==> config.mk <==
export PLATFORM = sky130hd
export DESIGN_NAME = mem_arbiter_flat
export DESIGN_NICKNAME = d
export VERILOG_FILES = /design/src/rtl/mem_arbiter_if.sv /design/src/rtl/mem_arbiter.sv /design/src/flat_wrapper.sv
export SDC_FILE = /design/constraint.sdc
export NUM_CORES = 1
export LEC_CHECK = 0
export ABC_CLOCK_PERIOD_IN_PS = 6950
export CORE_UTILIZATION = 43
export DETAILED_ROUTE_END_ITERATION = 8
export GPL_ROUTABILITY_DRIVEN = 0
export PLACE_DENSITY = 0.94
export SYNTH_ARGS = -nofsm -noshare
export SYNTH_HDL_FRONTEND = slang
export SYNTH_SLANG_ARGS = --single-unit
==> constraint.sdc <==
create_clock -name clock -period 6.95 [get_ports clock]
set_input_delay 1.0425 -clock clock [delete_from_list [all_inputs] [get_ports clock]]
set_output_delay 1.0425 -clock clock [all_outputs]
set_load 0.01 [all_outputs]
==> src/rtl/mem_arbiter_if.sv <==
// mem_arbiter_if: signal bundle between the two requesters, the arbiter and
// the shared 32-bit memory port.
//   Requester side : req0/1, rw0/1 (1 = read), addr0/1, wdata0/1 in;
//                    gnt0/1, ack0/1, rdata, busy out.
//   Memory side    : mem_address, mem_datao, mem_rw (1 = read) out; mem_data in.
// Modport slave is the arbiter's view. Modport master is the view of whoever
// drives the requests and models the memory.
interface mem_arbiter_if #(
  parameter int DATA_W = 32
);
  logic              req0;
  logic              req1;
  logic              rw0;
  logic              rw1;
  logic [DATA_W-1:0] addr0;
  logic [DATA_W-1:0] addr1;
  logic [DATA_W-1:0] wdata0;
  logic [DATA_W-1:0] wdata1;
  logic              gnt0;
  logic              gnt1;
  logic              ack0;
  logic              ack1;
  logic [DATA_W-1:0] rdata;
  logic [DATA_W-1:0] mem_address;
  logic [DATA_W-1:0] mem_datao;
  logic              mem_rw;
  logic [DATA_W-1:0] mem_data;
  logic              busy;

  modport slave (
    input  req0, req1, rw0, rw1, addr0, addr1, wdata0, wdata1, mem_data,
    output gnt0, gnt1, ack0, ack1, rdata, mem_address, mem_datao, mem_rw, busy
  );

  modport master (
    output req0, req1, rw0, rw1, addr0, addr1, wdata0, wdata1, mem_data,
    input  gnt0, gnt1, ack0, ack1, rdata, mem_address, mem_datao, mem_rw, busy
  );
endinterface

==> src/rtl/mem_arbiter.sv <==
// mem_arbiter: round-robin arbiter and sequencer for one 32-bit memory port
// shared by two requesters (0 = CPU bus, 1 = loader/DMA).
//   clock : rising-edge clock
//   reset : synchronous, active-high
//   bus   : mem_arbiter_if.slave (requests, grants, acks, read data, memory port)
// Each transaction is IDLE (arbitrate) -> ACCESS for MEM_LAT cycles -> DONE
// (ack pulse), so one transaction completes every MEM_LAT+2 cycles.
module mem_arbiter #(
  parameter int MEM_LAT = 1
) (
  input logic         clock,
  input logic         reset,
  mem_arbiter_if.slave bus
);

  if (MEM_LAT < 1 || MEM_LAT > 15) begin : g_cfg_err
    $error("mem_arbiter: MEM_LAT must be in 1..15");
  end

  localparam logic [3:0] LAT_LD = 4'(MEM_LAT);

  typedef enum logic [1:0] {
    IDLE   = 2'd0,
    ACCESS = 2'd1,
    DONE   = 2'd2
  } state_t;

  state_t      state;
  state_t      state_nxt;
  logic        take;      // some request is pending
  logic        win;       // requester that would be granted this cycle
  logic        sel;       // owner of the current transaction
  logic        last;      // owner of the previous completed transaction
  logic [3:0]  cnt;
  logic [31:0] addr_l;
  logic [31:0] wdata_l;
  logic        rw_l;
  logic [31:0] rdata_q;
  logic        active;

  // On a tie the requester that did not finish last wins; a lone request
  // simply wins.
  always_comb begin
    take = bus.req0 | bus.req1;
    win  = (bus.req0 & bus.req1) ? ~last : bus.req1;
  end

  always_comb begin
    state_nxt = state;
    case (state)
      IDLE:    if (take) state_nxt = ACCESS;
      ACCESS:  if (cnt == 4'd1) state_nxt = DONE;
      DONE:    state_nxt = IDLE;
      default: state_nxt = IDLE;
    endcase
  end

  always_ff @(posedge clock) begin
    if (reset) state <= IDLE;
    else       state <= state_nxt;
  end

  // Control and read-data registers
  always_ff @(posedge clock) begin
    if (reset) begin
      sel     <= 1'b0;
      last    <= 1'b1;
      cnt     <= 4'd0;
      rdata_q <= 32'd0;
    end else begin
      case (state)
        IDLE: begin
          if (take) begin
            sel <= win;
            cnt <= LAT_LD;
          end
        end
        ACCESS: begin
          if (cnt == 4'd1) begin
            if (rw_l) rdata_q <= bus.mem_data;
          end else begin
            cnt <= cnt - 4'd1;
          end
        end
        DONE:    last <= sel;
        default: ;
      endcase
    end
  end

  // Transaction attributes are captured only on the grant edge, so later
  // changes on the requester inputs cannot disturb an access in flight.
  always_ff @(posedge clock) begin
    if (state == IDLE && take) begin
      addr_l  <= win ? bus.addr1  : bus.addr0;
      wdata_l <= win ? bus.wdata1 : bus.wdata0;
      rw_l    <= win ? bus.rw1    : bus.rw0;
    end
  end

  // ACCESS and DONE are exactly the non-IDLE states.
  assign active          = (state != IDLE);
  assign bus.busy        = active;
  assign bus.gnt0        = active & ~sel;
  assign bus.gnt1        = active &  sel;
  assign bus.ack0        = (state == DONE) & ~sel;
  assign bus.ack1        = (state == DONE) &  sel;
  assign bus.rdata       = rdata_q;
  assign bus.mem_address = active ? addr_l : 32'd0;
  assign bus.mem_datao   = (active && !rw_l) ? wdata_l : 32'd0;
  assign bus.mem_rw      = active ? rw_l : 1'b1;

endmodule

==> src/flat_wrapper.sv <==
// flat-port wrapper written by rule: the top's interface ports become plain ports
module mem_arbiter_flat 
#(
  parameter int MEM_LAT = 1
)
  (clock, reset, bus_req0, bus_req1, bus_rw0, bus_rw1, bus_addr0, bus_addr1, bus_wdata0, bus_wdata1, bus_mem_data, bus_gnt0, bus_gnt1, bus_ack0, bus_ack1, bus_rdata, bus_mem_address, bus_mem_datao, bus_mem_rw, bus_busy);
  mem_arbiter_if bus_i ();
  input logic clock;
  input logic reset;
  input wire logic [$bits(bus_i.req0)-1:0] bus_req0;
  input wire logic [$bits(bus_i.req1)-1:0] bus_req1;
  input wire logic [$bits(bus_i.rw0)-1:0] bus_rw0;
  input wire logic [$bits(bus_i.rw1)-1:0] bus_rw1;
  input wire logic [$bits(bus_i.addr0)-1:0] bus_addr0;
  input wire logic [$bits(bus_i.addr1)-1:0] bus_addr1;
  input wire logic [$bits(bus_i.wdata0)-1:0] bus_wdata0;
  input wire logic [$bits(bus_i.wdata1)-1:0] bus_wdata1;
  input wire logic [$bits(bus_i.mem_data)-1:0] bus_mem_data;
  output wire logic [$bits(bus_i.gnt0)-1:0] bus_gnt0;
  output wire logic [$bits(bus_i.gnt1)-1:0] bus_gnt1;
  output wire logic [$bits(bus_i.ack0)-1:0] bus_ack0;
  output wire logic [$bits(bus_i.ack1)-1:0] bus_ack1;
  output wire logic [$bits(bus_i.rdata)-1:0] bus_rdata;
  output wire logic [$bits(bus_i.mem_address)-1:0] bus_mem_address;
  output wire logic [$bits(bus_i.mem_datao)-1:0] bus_mem_datao;
  output wire logic [$bits(bus_i.mem_rw)-1:0] bus_mem_rw;
  output wire logic [$bits(bus_i.busy)-1:0] bus_busy;
  assign bus_i.req0 = bus_req0;
  assign bus_i.req1 = bus_req1;
  assign bus_i.rw0 = bus_rw0;
  assign bus_i.rw1 = bus_rw1;
  assign bus_i.addr0 = bus_addr0;
  assign bus_i.addr1 = bus_addr1;
  assign bus_i.wdata0 = bus_wdata0;
  assign bus_i.wdata1 = bus_wdata1;
  assign bus_i.mem_data = bus_mem_data;
  assign bus_gnt0 = bus_i.gnt0;
  assign bus_gnt1 = bus_i.gnt1;
  assign bus_ack0 = bus_i.ack0;
  assign bus_ack1 = bus_i.ack1;
  assign bus_rdata = bus_i.rdata;
  assign bus_mem_address = bus_i.mem_address;
  assign bus_mem_datao = bus_i.mem_datao;
  assign bus_mem_rw = bus_i.mem_rw;
  assign bus_busy = bus_i.busy;
  mem_arbiter #(.MEM_LAT(MEM_LAT)) u_core (.clock(clock), .reset(reset), .bus(bus_i));
endmodule
== Yosys cells after proc, flatten, opt, wreduce, memory -nomap -nowiden ==
Index checks and enable logic that the tools add are counted.

* Word-level logic and storage cells: 46
* Input port bits: 166
* Flip-flop bits (word level): 105
* Output and inout port bits: 102

* Bitwise operators: 8
* $add $sub $neg: 1
* Muxes and demuxes: 13
* Eq/ne operators: 6
* Reduce and logical (&&, ||, !) cells: 10

{| class="wikitable"
|+ Operator list
! kind !! number
|-
| 32-bit two-way mux || 4
|-
| 4-bit two-way mux || 2
|-
| 4-bit one-hot mux with 2 select lines || 1
|-
| 3-bit AND reduction || 2
|-
| 1-bit AND || 5
|-
| 4-bit by 1-bit == test with 1-bit output, second input constant || 1
|-
| 2-bit two-way mux || 2
|-
| 2-bit by 1-bit != test with 1-bit output, second input constant || 2
|-
| 2-bit one-hot mux with 2 select lines || 1
|-
| 2-bit AND reduction || 2
|-
| 2-bit nonzero test || 2
|-
| 4-bit by 1-bit subtractor with 4-bit output, second input constant || 1
|-
| 1-bit two-way mux || 3
|-
| 2-bit by 1-bit == test with 1-bit output, second input constant || 1
|-
| 2-bit == test, second input constant || 1
|-
| 1-bit logical AND || 2
|-
| 2-bit zero test || 1
|-
| 2-bit != test, second input constant || 1
|-
| 1-bit NOT || 2
|-
| 1-bit zero test || 1
|-
| 1-bit bitwise OR || 1
|}

== Logic depth before layout (Yosys ltp) ==
* Word-level depth: 3
* Mapped depth: 6
* Gate-level depth less buffers: 5

== Worst setup path after synthesis ==
OpenSTA, ideal clock, no wires.

* Path type: input -> register
* Start: input port bus_req1
* End: register u_core.addr_l[0] (enable)
* Setup time: 0.419 ns
* Stages: 3
* Required time: 6.531 ns
* Buffers on the path: 0
* Data arrival time: 2.505 ns
* Path slack: 4.026 ns
* Path through: or2_1 -> nand2_1 -> inv_1

* Word-level cells in the longest chain between the ends: 2

{| class="wikitable"
|+ RTL lines
! item !! RTL line !! text
|-
| start: declaration || flat_wrapper.sv:11 || <nowiki>input wire logic [$bits(bus_i.req1)-1:0] bus_req1;</nowiki>
|-
| 1-bit bitwise OR || mem_arbiter.sv:44 || <nowiki>take = bus.req0 | bus.req1;</nowiki>
|-
| 1-bit logical AND || mem_arbiter.sv:94 || <nowiki>if (state == IDLE && take) begin</nowiki>
|-
| end signal: assignment || mem_arbiter.sv:95 || <nowiki>addr_l <= win ? bus.addr1 : bus.addr0;</nowiki>
|-
| end: declaration || mem_arbiter.sv:35 || <nowiki>logic [31:0] addr_l;</nowiki>
|}

Every way passes these cells.
A chain may end at the register's enable or synchronous reset.

== Worst setup path in the final report ==
* Start: register u_core.state[0]
* End: output port bus_mem_datao[14]

* Word-level cells in the longest chain between the ends: 3

{| class="wikitable"
|+ RTL lines
! item !! RTL line !! text
|-
| start: declaration || mem_arbiter.sv:28 || <nowiki>state_t state;</nowiki>
|-
| start signal: assignment || mem_arbiter.sv:60 || <nowiki>else state <= state_nxt;</nowiki>
|-
| 2-bit nonzero test || mem_arbiter.sv:102 || <nowiki>assign active = (state != IDLE);</nowiki>
|-
| 1-bit logical AND || mem_arbiter.sv:110 || <nowiki>assign bus.mem_datao = (active && !rw_l) ? wdata_l : 32'd0;</nowiki>
|-
| 32-bit two-way mux || mem_arbiter.sv:110 ||
|-
| end: declaration || flat_wrapper.sv:25 || <nowiki>output wire logic [$bits(bus_i.mem_datao)-1:0] bus_mem_datao;</nowiki>
|}

Every way passes these cells.

==> out/metrics.cfg <==
[logic_synthesis]
syn_area_sq_mm=0.005045
synth_top_family_by_area=multiplexers
synth_top_cell_area_share_pct=38.69
synthXorXnorAreaFrac_pct=0
ys_types=34
synth.mux.area_fraction_pct=20.86
avgSynthCellArea_sq_um=12.52
synth-compound-area-share_pct=1.811
yosysTopAreaCell=edfxtp_1
synth_area_leaders=edfxtp_1 (39%), dfxtp_1 (16%), mux2_1 (8.7%)
synth_adder_area_share_pct=0.4960
ys_warn_count=0
syn-num-nets=571
yosysSeqAreaShare_pct=54.56
yosys.area_share.simple_pct=18.75
synth-seq-cells=105
synth_cells=403

[clocking]
cts_max_level=3
cts_tree=done
insertion_delay_ns=0.34
root_buffer=clkbuf_16
cts_resized=0
postCtsSetupRepairBufs=0
cts_buffer_depth=2
cts_made_buffers=9
clock-sinks=105
cts_hold_buf=0
clk_pin_slew_worst_paths_ns=0.06

[global_routing]
grt.total_usage_pct=22.68
grt_overflow=0
grt_max_degree=66
grt_pass1_wl_um=20220
antenna_found_initial=0
grt_pass1_vias=4086

[detailed_routing]
drt_first_iter_violations=234
vias=3969
wl_um=14050
antenna_left=0
avgViaCountPerCell=4.930
wire_per_inst_um=17.45
route.detailed.drc=0
first_pass_iters=4

[timing]
setup-violations-final=0
tightest_slew_ns=0.8344
final.setup_skew_ns=0.006964
timing.fmax_mhz=294.4
fin_crit_sh_pct=48.87
rsz0062_at_grt=false
maxSlewHeadroom_pct=44.37
slew_violations=0
setup_tns_ns=0
finalHoldViolCount=0
period_minus_slack_ns=3.397

[power]
power_density_mw_per_mm2=199.8
total_power_mw=1.609
ir_worst_vdd_mv=0.1199
cellLeakagePower_nw=2.931

[placement]
portBuffers=267
dpl.hpwl_um=10430

[floorplan]
die_h_um=110.3
ios=268
rows=39
dieWidth_um=110.3
die_area_sq_mm=0.01217
initial_utilization_pct=44.18
core_area_sq_mm=0.01142

[finish]
diodes=0
fill_cells=759
syn_to_final_growth_pct=59.62
layout.nets=825
drive_gt1_share_pct=7.553
fin_util_pct=70.52

[worst_setup_path]
critPathKind=reg2out
start_kind=flop
crit_required_ns=5.91
end_kind=output pin
arrival_ns=2.35
crit_fanout=65

[outcome]
status=complete, no violations

[worst_hold_path]
hp-class=reg2reg

[flow_run]
maxCapViolCount=0

## final cells by class
| type | count | area, sq um | share of cell area (%) |
|---|---|---|---|
| well taps | 143 | 178.9 | 2.222 |
| clock inverters | 7 | 37.54 | 0.4661 |
| repair buffers | 271 | 2703 | 33.56 |
| inverters | 8 | 30.03 | 0.3729 |
| flip-flops and latches | 105 | 2753 | 34.18 |
| clock buffers | 9 | 225.2 | 2.797 |
| multi-input cells | 262 | 2126 | 26.40 |
## power by group
part | leakage [nW] | switching (mW) | internal, mW | total, mW
registers | 0.960 | 0.0204 | 0.738 | 0.758
logic | 1.85 | 0.162 | 0.231 | 0.393
clock network | 0.118 | 0.220 | 0.238 | 0.458
## metal layers
layer,vias up,GRT usage (%),wire (um)
li1,1918,-,-
met4,0,10.06,337
met3,24,6.761,1253
met1,1849,22.60,4981
met5,-,0,0
met2,178,42.99,7474
## kinds of logic after synthesis
group / count (synthesis)
buf+inv: 36
simple gates: 150
mux: 97
compound gates: 13
fa+ha+maj: 2
flops: 105
## flip-flops by register name (all words and copies together) (netlist names)
register          cells
u_core.sel            1
u_core.addr_l        32
u_core.cnt            4
u_core.state          2
u_core.bus.rdata     32
u_core.last           1
u_core.rw_l           1
u_core.wdata_l       32
## worst paths after layout
kind,start,endpoint,slack (ns),cells past startpoint
min,u_core.bus.rdata[31],u_core.bus.rdata[31],0.47,2
max,u_core.state[0],bus_mem_datao[14],3.55,4
min reg2reg,u_core.bus.rdata[31],u_core.bus.rdata[31],0.47,2
max reg2reg,u_core.last,u_core.wdata_l[10],4.84,3
## layout by cell type, fill, tap and decap left out, types with 2 or more instances in the layout
cell type        count
clkdlybuf4s50_1    267
nand2b_1            66
edfxtp_1            65
dfxtp_1             40
mux2_1              39
and2_1              32
and3_1              32
mux2i_1             32
mux2_2              26
clkbuf_16            9
nor2_1               7
inv_1                6
buf_4                4
nand2_1              3
a21oi_1              3
inv_2                2
nand4b_1             2
a21boi_1             2
a31o_1               2
ha_1                 2
clkinv_1             2
clkinvlp_2           2
clkinvlp_4           2
## Yosys cell counts, drive strengths merged
| library cell | instances |
|---|---|
| nor4b | 1 |
| o21ai | 1 |
| a21o | 1 |
| a31o | 2 |
| and3 | 32 |
| nor2 | 8 |
| nor2b | 1 |
| nand4b | 2 |
| o41ai | 1 |
| clkbuf | 17 |
| a21boi | 3 |
| nor4 | 2 |
| a31oi | 1 |
| ha | 2 |
| or3b | 1 |
| buf | 11 |
| or2 | 1 |
| inv | 8 |
| nand2b | 67 |
| dfxtp | 40 |
| and2 | 32 |
| a211o | 1 |
| edfxtp | 65 |
| mux2i | 32 |
| mux2 | 65 |
| a21oi | 3 |
| nand2 | 3 |
## through the flow
stage | std cells | setup WS, ns | hold WS [ns] | instance area, sq um
after floorplan | 403 | 4.026 | 0.4363 | 5045
after global placement | 789 | 3.719 | 0.4575 | 7790
after detailed placement | 789 | 3.614 | 0.4629 | 7790
after CTS | 805 | 3.519 | 0.4815 | 8053
after global routing | 805 | 3.405 | 0.4982 | 8053
final | 805 | 3.553 | 0.4732 | 8053
## critical path, cell delays in order, from the launching register on
cell             delay, ns
dfxtp_1               0.41
nor2_2                0.13
inv_2                 0.62
and3_1                0.29
clkdlybuf4s50_1       0.56
Note: power is estimated with default switching activity, not from simulation.
